<file path="src/rtl/fmul_mag_core.sv">
`default_nettype none
// ============================================================================
// Module      : fmul_mag_core
// Description : Multi-cycle single-precision magnitude multiplier (finite path
//               only). Shift-add 24x24 mantissa product, normalise, range check.
//               Optional macro ROUND_NEAREST_EN selects round-to-nearest-even;
//               otherwise the result is truncated.
// Revision    : 1.0 - initial release
// ============================================================================
module fmul_mag_core #(
    parameter int EW   = 8,
    parameter int MW   = 23,
    parameter int BIAS = 127
) (
    input  logic        clk,
    input  logic        rst,
    input  logic        start,
    input  logic [30:0] a,
    input  logic [30:0] b,
    output logic        busy,
    output logic        done,
    output logic [30:0] out,
    output logic        ovf,
    output logic        unf
);

    localparam int SW = MW + 1;
    localparam int PW = 2 * SW;
    localparam int XW = EW + 2;
    localparam int CW = $clog2(SW + 1);
    localparam logic [CW-1:0]        c_last_step = CW'(SW);
    localparam logic signed [XW-1:0] c_exp_max   = XW'((1 << EW) - 1);
    localparam logic signed [XW-1:0] c_exp_zero  = '0;
    localparam logic signed [XW-1:0] c_exp_one   = XW'(1);
    localparam logic signed [XW-1:0] c_bias      = XW'(BIAS);

    typedef enum logic [1:0] {
        S_IDLE = 2'd0,
        S_MUL  = 2'd1,
        S_NORM = 2'd2,
        S_DONE = 2'd3
    } state_t;

    state_t                 r_state;
    state_t                 w_state_next;
    logic [PW-1:0]          r_acc;
    logic [PW-1:0]          r_mcand;
    logic [SW-1:0]          r_mplier;
    logic [CW-1:0]          r_cnt;
    logic signed [XW-1:0]   r_exp;
    logic                   r_zero;

    logic [MW-1:0]          w_frac_t;
    logic                   w_guard;
    logic                   w_sticky;
    logic                   w_round_up;
    logic [MW:0]            w_frac_r;
    logic signed [XW-1:0]   w_exp_n;
    logic signed [XW-1:0]   w_exp_r;
    logic                   w_unused;

    always_comb begin
        w_state_next = r_state;
        busy         = 1'b0;
        done         = 1'b0;
        case (r_state)
            S_IDLE: begin
                if (start) begin
                    w_state_next = S_MUL;
                end
            end
            S_MUL: begin
                busy = 1'b1;
                // One extra MUL cycle after the last step aligns latency to 26.
                if (r_cnt == c_last_step) begin
                    w_state_next = S_NORM;
                end
            end
            S_NORM: begin
                busy         = 1'b1;
                w_state_next = S_DONE;
            end
            S_DONE: begin
                done         = 1'b1;
                w_state_next = S_IDLE;
            end
            default: w_state_next = S_IDLE;
        endcase
    end

    always_comb begin
        w_frac_t = r_acc[PW-3 -: MW];
        w_guard  = r_acc[PW-3-MW];
        w_sticky = |r_acc[PW-4-MW:0];
        w_exp_n  = r_exp;
        if (r_acc[PW-1]) begin
            w_frac_t = r_acc[PW-2 -: MW];
            w_guard  = r_acc[PW-2-MW];
            w_sticky = |r_acc[PW-3-MW:0];
            w_exp_n  = r_exp + c_exp_one;
        end
`ifdef ROUND_NEAREST_EN
        w_round_up = w_guard & (w_sticky | w_frac_t[0]);
`else
        w_round_up = 1'b0;
`endif
        w_frac_r = {1'b0, w_frac_t} + {{MW{1'b0}}, w_round_up};
        // A carry out of the fraction means the mantissa rounded up to 2.0.
        w_exp_r  = w_frac_r[MW] ? (w_exp_n + c_exp_one) : w_exp_n;
    end

    assign w_unused = &{1'b0, w_guard, w_sticky};

    always_ff @(posedge clk) begin
        if (rst) begin
            r_state  <= S_IDLE;
            r_acc    <= '0;
            r_mcand  <= '0;
            r_mplier <= '0;
            r_cnt    <= '0;
            r_exp    <= '0;
            r_zero   <= 1'b0;
            out      <= '0;
            ovf      <= 1'b0;
            unf      <= 1'b0;
        end else begin
            r_state <= w_state_next;
            case (r_state)
                S_IDLE: begin
                    if (start) begin
                        r_mcand  <= {{SW{1'b0}}, 1'b1, a[MW-1:0]};
                        r_mplier <= {1'b1, b[MW-1:0]};
                        r_acc    <= '0;
                        r_cnt    <= '0;
                        r_exp    <= $signed(XW'(a[EW+MW-1:MW]))
                                  + $signed(XW'(b[EW+MW-1:MW])) - c_bias;
                        r_zero   <= (a[EW+MW-1:MW] == '0) || (b[EW+MW-1:MW] == '0);
                    end
                end
                S_MUL: begin
                    if (r_cnt != c_last_step) begin
                        if (r_mplier[0]) begin
                            r_acc <= r_acc + r_mcand;
                        end
                        r_mcand  <= r_mcand << 1;
                        r_mplier <= r_mplier >> 1;
                        r_cnt    <= r_cnt + CW'(1);
                    end
                end
                S_NORM: begin
                    if (r_zero || (w_exp_r <= c_exp_zero)) begin
                        out <= '0;
                        ovf <= 1'b0;
                        unf <= 1'b1;
                    end else if (w_exp_r >= c_exp_max) begin
                        out <= {{EW{1'b1}}, {MW{1'b0}}};
                        ovf <= 1'b1;
                        unf <= 1'b0;
                    end else begin
                        out <= {w_exp_r[EW-1:0], w_frac_r[MW-1:0]};
                        ovf <= 1'b0;
                        unf <= 1'b0;
                    end
                end
                default: ;
            endcase
        end
    end

endmodule
`default_nettype wire

</file>
<file path="config.mk">
export PLATFORM = sky130hd
export DESIGN_NAME = fmul_mag_core
export DESIGN_NICKNAME = d
export VERILOG_FILES = /design/src/rtl/fmul_mag_core.sv
export SDC_FILE = /design/constraint.sdc
export NUM_CORES = 1
export LEC_CHECK = 0
export CAP_MARGIN = 20
export CELL_PAD_IN_SITES_DETAIL_PLACEMENT = 1
export CELL_PAD_IN_SITES_GLOBAL_PLACEMENT = 1
export CORE_MARGIN = 8
export CORE_UTILIZATION = 44
export DETAILED_ROUTE_END_ITERATION = 16
export PLACE_DENSITY = 0.87
export REMOVE_ABC_BUFFERS = 1
export SLEW_MARGIN = 40
export SYNTH_ARGS = -nofsm -noshare
export SYNTH_HDL_FRONTEND = slang
export SYNTH_SLANG_ARGS = --single-unit
export TNS_END_PERCENT = 50
</file>
<file path="constraint.sdc">
create_clock -name clk -period 3.29 [get_ports clk]
set_clock_uncertainty 0.1 [all_clocks]
set_input_delay 0.987 -clock clk [delete_from_list [all_inputs] [get_ports clk]]
set_output_delay 0.987 -clock clk [all_outputs]
set_load 0.01 [all_outputs]
</file>
==> metrics <==
status=complete, no violations; Critical Path Max Stage Delay=360 ps; Area Growth Syn to Fin=21.6%; Setup Viol. Count Final=0; Diodes inserted=0; vias in the first global route=9,948; number of flops mapped to enable cells by yosys=0; Most common cell on crit path=o31a_1; Worst Path Max Fanout=3; IO Pins=100; setup_tns=0 ps; GPL Wtd Cong=0.864; WL final=29,900 um; Chip Height=167 um; Max Fclk=310 MHz; post-synthesis mux area share=7.43%; DR iter-0 viols=445; post-route cell area=12,200 um^2; leakage power=5.07 nW; row cnt=55; post-route ant nets=0; min-delay worst type=flip-flop to flip-flop; post-synthesis sequential area ratio=34.3%; Top delay family on crit path=compound AO/OA/AOI/OAI gates; CTS max path bufs=2; largest cells by area after synthesis=dfxtp_1, ha_1, a21oi_1; RSZ-0062 raised after global routing=true; global-route wire length before repair=49,700 um; Critical Path Source Type=flip-flop; Tcrit/Tclk final=98.1%; Via-to-Cell Ratio=5.88; Post-Synthesis Cells=1,192; DP Area=11,400 um^2; Clock Latency Late Sink=450 ps; Post-Synth XOR/XNOR Area=5.00%; PortBufs=99; clock transition at the registers of the reported paths=70 ps; Final Hold Vio Count=0; post-synthesis adder-cell area fraction=9.04%; largest net degree at the start of global routing=87; buffers and inverters on the worst path=1; VDD IR max=0.446 mV; hpwl dp=20,500 um; Crit path required time=3530 ps; PwrDens=650 nW/um^2; critical path class=flip-flop to flip-flop; Sink Count=171; Core Footprint=22,400 um^2; Mean Syn Cell Area=8.38 um^2; Slew Limit Headroom=44.2%; nets=1,421; Post-synth top cells=dfxtp_1, nor2_1, a21oi_1; Yosys warnings=0; final core utilization=54.2%; CTS Hold Bufs=0; Die Area=27,800 um^2; Slowest-stage cell, CP=fa_2; share of cells above drive strength 1=10.6%; ys flop type=dfxtp_1; post-synthesis simple-gate area fraction=17.4%; asr flop ratio synth=0%; drt drc=0; Slew Viols, Final=0; largest family of logic cells by synthesized area=compound AO/OA/AOI/OAI gates; Design Power=7.90 mW; Starting Density=44.5%; Num CTS Buffers=17; Mapped Area=9990 um^2; DR WL/cell=18.9 um; CTS tree=done; Yosys reg bits=171; minimum clock period=3230 ps; largest area contributor in the netlist=dfxtp_1; Die X-Extent=167 um; CTS root buffer=clkbuf_16; post-synth cell types=66; slew of the pin with the lowest slew margin=837 ps; worst-path cell chain=ha_1, fa_2, nand3_1, a31oi_2, o31a_1, o31a_1, a2bb2oi_2, buf_4, nand4_1, a41o_1, a311oi_2, xnor2_1, a22o_1; pre-CTS setup slack=-502 ps; Worst Setup End Kind=flip-flop; Max H-tree Level=4; antenna violations before repair=0; complex-gate fraction of the synthesized area=22.8%; max_cap viols=0; Total GRT Usage=21.2%; count leader, synth=dfxtp_1; Final WS setup=62.1 ps; number of detailed-route iterations in the first pass=5; CP arrival=3470 ps; via count=9,302; total grt overflow=0; top cell type's share of synthesized area=34.3%
[power by group]
group / internal, mW / switching, mW / total (mW) / leakage [nW]
logic: 1.12 / 2.01 / 3.13 / 3.38
clock network: 1.21 / 0.937 / 2.15 / 0.298
registers: 2.39 / 0.239 / 2.63 / 1.39
[routing by layer]
metal | global-route usage (%) | up-vias | wire [um]
li1 | - | 4487 | -
met1 | 24.2 | 4559 | 12900
met2 | 38.5 | 207 | 15100
met3 | 4.70 | 49 | 1340
met4 | 7.25 | 0 | 654
met5 | 0 | - | 0
[placed cells by master (no fill, tap or decap), types with 5 or more instances in the layout]
cell             netlist  routed
clkdlybuf4s50_1        0      98
o21ai_1                1       5
inv_1                 35      35
a22oi_1               18      18
nor3_1                12      11
dfxtp_1              171     171
a211oi_1              56      55
nand3_1               44      44
buf_4                  0      47
a21o_1                29      29
a21oi_1              118     114
nand2_1               89      89
nor2_1               131     130
and3_1                10      10
o21bai_1               8       8
nor2b_1               29      29
xor2_1                27      26
o21ai_0               39      34
mux2_2                25      25
ha_1                  69      67
o211ai_1               7       7
a22o_1                17      17
nand2b_1              18      18
and2_1                 6       6
clkbuf_16              0      17
mux2i_1               46      46
nand4_1               14      14
xnor2_1               30      30
[timing repair]
action                     4_1_cts  5_1_grt
setup buffers                    2        0
pin swaps                        5        9
setup endpoints to repair        4        9
gates resized for setup          7       15
[tightest hold or removal path, delay by kind of cell (launching register included)]
family           cells  cell delay (ps)
AND/OR/NAND/NOR      1               60
flip-flops           1              310
AO/OA/AOI/OAI        1               50
[metrics by stage]
stage	std cells	hold WS [ps]
detailed placement	1549	357
global placement	1549	342
floorplan	1120	330
global route	1583	406
finish	1583	370
CTS	1583	369
[final timing paths]
check,slack (ps),cells after the start,start,end
setup / recovery,60,13,r_acc[0]$_SDFFE_PP0P_,r_acc[46]$_SDFFE_PP0P_
hold / removal,370,2,out[30]$_SDFFE_PP0P_,out[30]$_SDFFE_PP0P_
setup reg to reg,60,13,r_acc[0]$_SDFFE_PP0P_,r_acc[46]$_SDFFE_PP0P_
hold reg to reg,370,2,out[30]$_SDFFE_PP0P_,out[30]$_SDFFE_PP0P_
[kinds of logic (layout without fill, tap and decap cells)]
family                     Yosys count  after routing
AOI/OAI and AO/OA                  341            341
muxes                               71             71
adders and majority gates           71             71
buffers and inverters              107            213
and+or+nand+nor                    374            374
xor gates and xnor gates            57             57
DFF                                171            171
[flip-flops by register name, indices dropped and copies added (netlist names)]
name and flops:
out 31, ovf 1, r_acc 48, r_cnt 5, r_exp 10, r_mcand 48, r_mplier 24, r_state 2
r_zero 1, unf 1
[cell type report]
class / count / area, um^2
well taps: 285 / 357
clock buffers: 17 / 425
fillers: 2658 / 10300
flip-flops and latches: 171 / 3420
multi-input cells: 914 / 6270
clock inverters: 15 / 190
repair buffers: 146 / 1350
inverters: 35 / 131
(Power assumes the default switching activity.)
